### config.mk
export PLATFORM = sky130hd
export DESIGN_NAME = pipeline_ctrl
export DESIGN_NICKNAME = d
export VERILOG_FILES = /design/src/rtl/riscv_structures.sv /design/src/rtl/hazard_detect.sv /design/src/rtl/pipeline_ctrl.sv
export SDC_FILE = /design/constraint.sdc
export NUM_CORES = 1
export LEC_CHECK = 0
export ABC_AREA = 1
export CORE_MARGIN = 2
export CORE_UTILIZATION = 40
export DETAILED_ROUTE_END_ITERATION = 8
export GPL_TIMING_DRIVEN = 0
export HOLD_SLACK_MARGIN = 0.03
export PLACE_DENSITY = 0.67
export SLEW_MARGIN = 20
export SYNTH_ARGS = -nofsm -noshare
export SYNTH_HDL_FRONTEND = slang
export SYNTH_HIERARCHICAL = 1
export SYNTH_SLANG_ARGS = --single-unit
### constraint.sdc
create_clock -name clk -period 3.6 [get_ports clk]
set_input_delay 0.72 -clock clk [delete_from_list [all_inputs] [get_ports clk]]
set_output_delay 0.72 -clock clk [all_outputs]
set_load 0.01 [all_outputs]
### src/rtl/riscv_structures.sv
// Shared RISC-V core types: pipeline-control FSM state and register-file constants.
package riscv_structures;

  typedef enum logic [1:0] {
    PC_INIT  = 2'd0,
    PC_RUN   = 2'd1,
    PC_FLUSH = 2'd2,
    PC_HALT  = 2'd3
  } pipe_ctrl_state_e;

  localparam int unsigned REG_ADDR_W = 5;
  localparam logic [REG_ADDR_W-1:0] REG_ZERO = '0;

endpackage

### src/rtl/hazard_detect.sv
// Load-use hazard comparator between decode sources and the execute-stage load.
// Per-source match outputs are exposed so a forwarding unit can reuse them.
module hazard_detect
  import riscv_structures::*;
(
  input  logic [REG_ADDR_W-1:0] de_rs1,
  input  logic [REG_ADDR_W-1:0] de_rs2,
  input  logic                  de_use_rs1,
  input  logic                  de_use_rs2,
  input  logic [REG_ADDR_W-1:0] ex_rd,
  input  logic                  ex_mem_read,
  input  logic                  ex_valid,
  output logic                  rs1_match,
  output logic                  rs2_match,
  output logic                  load_use
);

  // x0 is hardwired zero, so a write to it never creates a dependency.
  logic ex_writes;

  assign ex_writes = ex_valid && (ex_rd != REG_ZERO);
  assign rs1_match = ex_writes && de_use_rs1 && (de_rs1 == ex_rd);
  assign rs2_match = ex_writes && de_use_rs2 && (de_rs2 == ex_rd);
  assign load_use  = ex_mem_read && (rs1_match || rs2_match);

endmodule

### src/rtl/pipeline_ctrl.sv
// Pipeline controller: stage enables, decode flush after redirects, load-use
// bubbles, memory-wait freeze, debug halt and saturating performance counters.
module pipeline_ctrl
  import riscv_structures::*;
#(
  parameter int FLUSH_CYCLES = 2,
  parameter int CNT_W        = 16
) (
  input  logic                  clk,
  input  logic                  reset_n,
  input  logic [REG_ADDR_W-1:0] de_rs1,
  input  logic [REG_ADDR_W-1:0] de_rs2,
  input  logic                  de_use_rs1,
  input  logic                  de_use_rs2,
  input  logic [REG_ADDR_W-1:0] ex_rd,
  input  logic                  ex_mem_read,
  input  logic                  ex_valid,
  input  logic                  redirect,
  input  logic                  mem_busy,
  input  logic                  halt_req,
  input  logic                  resume,
  output logic                  pc_en,
  output logic                  fe_en,
  output logic                  de_en,
  output logic                  ex_en,
  output logic                  de_flush,
  output logic                  halted,
  output logic [CNT_W-1:0]      stall_cnt,
  output logic [CNT_W-1:0]      flush_cnt
);

  // The redirect cycle is itself the first flush cycle, so the counter holds
  // the number of extra FLUSH-state cycles still owed.
  localparam logic [1:0] FLUSH_LOAD = 2'(FLUSH_CYCLES - 1);

  pipe_ctrl_state_e state, state_next;
  logic [1:0]       fcnt, fcnt_next;
  logic             hazard, rs1_match, rs2_match;
  logic             redirect_acc;
  logic             stall_inc;

  hazard_detect u_hazard_detect (
    .de_rs1      (de_rs1),
    .de_rs2      (de_rs2),
    .de_use_rs1  (de_use_rs1),
    .de_use_rs2  (de_use_rs2),
    .ex_rd       (ex_rd),
    .ex_mem_read (ex_mem_read),
    .ex_valid    (ex_valid),
    .rs1_match   (rs1_match),
    .rs2_match   (rs2_match),
    .load_use    (hazard)
  );

  // NOTE: every output of this block is given a default first so no path
  // through the case leaves a signal unassigned and infers a latch.
  always_comb begin
    state_next   = state;
    fcnt_next    = fcnt;
    redirect_acc = 1'b0;
    pc_en        = 1'b0;
    fe_en        = 1'b0;
    de_en        = 1'b0;
    ex_en        = 1'b0;
    de_flush     = 1'b0;

    if (!reset_n) begin
      de_flush = 1'b1;
    end else if (state == PC_INIT) begin
      {pc_en, fe_en, de_en, ex_en} = 4'b1111;
      de_flush   = 1'b1;
      state_next = PC_RUN;
    end else if (!mem_busy) begin
      // A busy memory falls through with everything frozen; execute keeps any
      // pending redirect and presents it again once the memory is ready.
      unique case (state)
        PC_RUN: begin
          {pc_en, fe_en, de_en, ex_en} = 4'b1111;
          if (redirect) begin
            redirect_acc = 1'b1;
            de_flush     = 1'b1;
            fcnt_next    = FLUSH_LOAD;
            state_next   = (FLUSH_LOAD == 2'd0) ? PC_RUN : PC_FLUSH;
          end else if (hazard) begin
            pc_en    = 1'b0;
            fe_en    = 1'b0;
            de_flush = 1'b1;
          end else if (halt_req) begin
            state_next = PC_HALT;
          end
        end
        PC_FLUSH: begin
          {pc_en, fe_en, de_en, ex_en} = 4'b1111;
          de_flush = 1'b1;
          if (redirect) begin
            redirect_acc = 1'b1;
            fcnt_next    = FLUSH_LOAD;
            state_next   = (FLUSH_LOAD == 2'd0) ? PC_RUN : PC_FLUSH;
          end else begin
            fcnt_next  = fcnt - 2'd1;
            state_next = (fcnt <= 2'd1) ? PC_RUN : PC_FLUSH;
          end
        end
        PC_HALT: begin
          if (resume) state_next = PC_RUN;
        end
        default: state_next = PC_INIT;
      endcase
    end
  end

  assign halted    = (state == PC_HALT);
  assign stall_inc = !pc_en && ((state == PC_RUN) || (state == PC_FLUSH));

  // NOTE: sequential state uses non-blocking assignments so every register
  // samples the pre-edge values regardless of statement order.
  always_ff @(posedge clk or negedge reset_n) begin
    if (!reset_n) begin
      state     <= PC_INIT;
      fcnt      <= '0;
      stall_cnt <= '0;
      flush_cnt <= '0;
    end else begin
      state <= state_next;
      fcnt  <= fcnt_next;
      if (stall_inc && (stall_cnt != '1)) stall_cnt <= stall_cnt + CNT_W'(1);
      if (redirect_acc && (flush_cnt != '1)) flush_cnt <= flush_cnt + CNT_W'(1);
    end
  end

endmodule
Word level (Yosys, flattened, before mapping):

Cells that the tools add are included.

* bits in registers: 36
* input port bits: 25
* output and inout port bits: 38

* $add $sub $neg: 3
* magnitude comparators: 1
* equality and inequality tests: 12
* multiplexer cells: 33
* bitwise operators: 2
* reductions and logical operators: 18

Operator list (number)
* 16-bit by 1-bit adder with 16-bit output, second input constant: 2
* 16-bit inequality test, second input constant: 2
* 2-bit 2-to-1 mux: 10
* 1-bit 2-to-1 mux: 19
* 5-bit == test: 2
* 5-bit AND reduction: 2
* 1-bit logical AND: 9
* 4-bit inequality test, second input constant: 2
* 2-bit case mux with 3 select lines: 1
* 5-bit nonzero test: 1
* 2-bit == test, second input constant: 2
* 1-bit case mux with 2 select lines: 2
* 2-bit case mux with 2 select lines: 1
* 3-bit by 2-bit inequality test with 1-bit output, second input constant: 1
* 2-bit by 1-bit == test with 1-bit output, second input constant: 1
* 2-bit by 1-bit <= comparator with 1-bit output, second input constant: 1
* 2-bit zero test: 1
* 1-bit logical OR: 2
* 2-bit by 1-bit inequality test with 1-bit output, second input constant: 1
* 2-bit inequality test, second input constant: 1
* 1-bit NOT: 2
* 2-bit nonzero test: 1
* 2-bit OR reduction: 1
* 2-bit by 1-bit subtractor with 2-bit output, second input constant: 1
* 1-bit zero test: 1

Logic depth before layout (Yosys ltp):

* depth in word-level cells: 15
* depth in mapped cells: 17

By module:

The synthesis kept the hierarchy.

By module, submodules not included
* pipeline_ctrl: times used 1, cells an instance 321, area each 2356.0 um2
* hazard_detect: times used 1, cells an instance 49, area each 242.7 um2

Least setup slack after synthesis:

OpenSTA, ideal clock, no wires.

* kind: input -> output
* start: input ex_rd[3]
* end: output pc_en
* data arrival time: 1.772 ns
* required time: 2.880 ns
* slack: 1.108 ns
* cell stages on the path: 13
* buffers on the path: 1
* path through: inv_2 > nor2_1 > nor2_1 > nand2_1 > nor2_2 > nand3_2 > a21oi_2 > nand3_1 > nand2_1 > nand2_1 > nand2_2 > inv_1 > buf_4

* cells in the longest elaborated chain, start to end: 12
* elaborated cells between the ends (all ways): 16

Ends and longest elaborated chain
* from (decl): line pipeline_ctrl.sv:15 `input logic [REG_ADDR_W-1:0] ex_rd,`
* 5-bit nonzero test: line hazard_detect.sv:21 `assign ex_writes = ex_valid && (ex_rd != REG_ZERO);`
* 1-bit logical AND: line hazard_detect.sv:21
* 1-bit logical AND, on equally long branches (2 in series): line hazard_detect.sv:22, hazard_detect.sv:23
* 1-bit logical OR (*): line hazard_detect.sv:24 `assign load_use = ex_mem_read && (rs1_match || rs2_match);`
* 1-bit logical AND (*): line hazard_detect.sv:24
* via hazard: line pipeline_ctrl.sv:38 `logic hazard, rs1_match, rs2_match;`
* 1-bit 2-to-1 mux (*) (2 in series)
* 1-bit case mux with 2 select lines (*)
* 1-bit 2-to-1 mux (*) (3 in series)
* to (decl): line pipeline_ctrl.sv:22 `output logic pc_en,`

The timed path passes the listed nets; every way through them passes the cells marked *.

Worst setup path after layout:

* start: input ex_rd[3]
* end: output de_flush

* cells in the longest elaborated chain, start to end: 12
* elaborated cells between the ends (all ways): 16

Ends and longest elaborated chain
* 5-bit nonzero test: line hazard_detect.sv:21
* 1-bit logical AND: line hazard_detect.sv:21
* 1-bit logical AND, on equally long branches (2 in series): line hazard_detect.sv:22, hazard_detect.sv:23
* 1-bit logical OR (*): line hazard_detect.sv:24
* 1-bit logical AND (*): line hazard_detect.sv:24
* via hazard: line pipeline_ctrl.sv:38
* 1-bit 2-to-1 mux (*): line pipeline_ctrl.sv:84 `end else if (hazard) begin`
* 1-bit 2-to-1 mux (*): line pipeline_ctrl.sv:79 `if (redirect) begin`
* 1-bit case mux with 2 select lines (*): line pipeline_ctrl.sv:76 `unique case (state)`
* 1-bit 2-to-1 mux (*): line pipeline_ctrl.sv:73 `end else if (!mem_busy) begin`
* 1-bit 2-to-1 mux (*): line pipeline_ctrl.sv:69 `end else if (state == PC_INIT) begin`
* 1-bit 2-to-1 mux (*): line pipeline_ctrl.sv:67 `if (!reset_n) begin`
* to (decl): line pipeline_ctrl.sv:26 `output logic de_flush,`

Marked as above.

==> metrics.csv <==
metric;value;unit
ant_nets;0;
r2r_start;state[1];
period_needed;3.228;ns
synth_area;0.002591;mm2
drive_gt1_frac;0.1002;
dr_wl_met2;2894;um
register_area;900.9;um2
drv_slew;0;
dr.pass1.iters;4;
die-height;84.49;um
clkSinkCount;36;
num-fill-cells;639;
die_width;84.49;um
cts_root_buf;clkbuf_8;
start_util;0.4104;
drc;0;
cts_buffer_depth;2;
r2r_cells;12;
antenna_found_initial;0;
cp_cell_sequence;clkdlybuf4s50_1 -> inv_2 -> nand2_1 -> nand2_1 -> inv_1 -> nand2_1 -> nor2_2 -> nand3_2 -> a21oi_4 -> o31ai_1 -> nand3_1 -> clkdlybuf4s50_1;
tritoncts;built;
maxSlewHeadroom;0.5789;
setup_viol;0;
drt-met1-wl;2661;um
wl;5909;um
placedCellCount;508;
drv_cap;0;
hold_slack;0.3296;ns
rsz0062_at_grt;no;
viasPerCell;4.742;
gp_congestion;0.8800;
syn_nets;400;
grt_pass1_vias;2349;
ioPinCount;63;
syn_to_final_growth;33.80;%
grt_overflow;0;
port_buffers;62;
clkTransAtPathRegs;0.08;ns
wl_per_cell;11.45;um
cp_max_fo;4;
setup.worst_path.class;input pin to output pin;
fin_nets;470;
h-tree-depth;2;
syn-instance-count;368;
status;finished, final reports clean;
cp-end-kind;output pin;
irDropWorstVdd;0.4406;mV
p_total;1.727;mW
grt_pass1_wl;10340;um
crit_required;2.88;ns
avgSynthCellArea;7.041;um2
period_share;0.8967;
dpl.hpwl;4638;um
track_usage;0.1757;
clock.fmax;309.8;MHz
reg2reg_slack;1.69;ns
num_vias;2447;
multi_input_area;0.001481;mm2
instances_no_fill;516;
cp_common_cell;nand2_1;
n_antenna_cell;0;
power.leakage;1.681;nW
worst_path_largest_cell_delay;0.53;ns
insertion_delay;0.29;ns
reg2reg_to;stall_cnt[9];
wl_met3;272;um
hold_viol;0;
ys_warn_count;6;
cts_buffers;5;
cp.arrival;2.51;ns
fin_worst_skew;0.01038;ns
holdBufCountCts;0;
highest_layer;met4;
power_density;498.1;mW/mm2
hold_class;input pin to asynchronous set/reset pin;
num_rows;29;
start_kind;input pin;
drtIter0Drc;131;
critPathSlowestCell;clkdlybuf4s50_1;
tightest_slew;0.6258;ns
coreArea;0.006314;mm2
die_area;0.007138;mm2
grt_max_degree;28;
sequential cells by signal (all words and copies together) (netlist names):
signal / count
flush_cnt: 16
state: 2
fcnt: 2
stall_cnt: 16
worst max path at each step:
stage	from	end	slack, ns	depth (start not counted)
after CTS	ex_rd[1]	pc_en	0.02	16
after floorplan	ex_rd[3]	pc_en	1.12	13
after global routing	ex_rd[3]	pc_en	0.20	16
after detailed placement	ex_rd[1]	pc_en	0.03	16
final	ex_rd[3]	de_flush	0.37	12
after global placement	reset_n	pc_en	-0.69	5
routing by layer:
layer | vias to the layer above | global-route usage
met2 | 60 | 0.3099
met5 | - | 0
met3 | 6 | 0.03245
met1 | 1109 | 0.2163
met4 | 0 | 0.05628
li1 | 1272 | -
worst max-delay path: cells and delay by family:
family / cells / cell delay, ns
buf+inv: 4 / 1.12
compound gates: 2 / 0.26
simple gates: 6 / 0.41
repair_timing:
item,CTS,global route
gates resized for setup,0,5
setup buffers,0,0
endpoints found under the setup margin,0,2
stage by stage:
| step | TNS [ns] | utilization | setup WS [ns] | instance area (um2) |
|---|---|---|---|---|
| 3_3_place_gp | -2.970 | 0.5240 | -0.6872 | 3308 |
| 2_1_floorplan | 0 | - | 1.122 | 2591 |
| 3_5_place_dp | 0 | 0.5264 | 0.02995 | 3323 |
| 4_1_cts | 0 | 0.5464 | 0.02133 | 3450 |
| 6_report | 0 | 0.5491 | 0.3718 | 3467 |
| 5_1_grt | 0 | 0.5491 | 0.1975 | 3467 |
layout by cell type, fill, tap and decap left out:
cell,instances
dlymetal6s2s_1,4
xnor2_1,16
dfrtp_1,36
bufinv_16,1
clkdlybuf4s50_1,57
or2_2,1
nand3_2,6
a21boi_0,1
nor3_2,2
inv_4,1
a21oi_4,1
nor4_1,1
nand4_1,4
o31ai_1,2
nor3_4,1
o21ai_0,8
inv_1,37
a21oi_1,2
nand3_4,1
buf_4,2
nor3_1,4
a21boi_2,1
nand2_4,2
nor2_2,3
nand2_2,6
nand2_1,145
inv_2,3
buf_12,1
buf_6,4
clkbuf_8,7
nand3_1,18
ha_1,7
nor2_1,39
buf_2,1
xor2_1,14
report_power, final:
group	internal, mW	switching (mW)	total, mW	leakage [nW]
Clock	0.245	0.153	0.398	0.0645
Sequential	0.472	0.0886	0.561	0.484
Combinational	0.354	0.414	0.768	1.13
final cells by class:
cell class | count | share of cell area
clock inverter | 1 | 0.008661
sequential | 36 | 0.2598
inverter | 41 | 0.04511
multi-input combinational | 285 | 0.4273
tap | 77 | 0.02779
buffer | 6 | 0.01732
timing repair buffer | 63 | 0.1862
clock buffer | 7 | 0.02779
No activity file was read; power rests on OpenSTA's default activity.
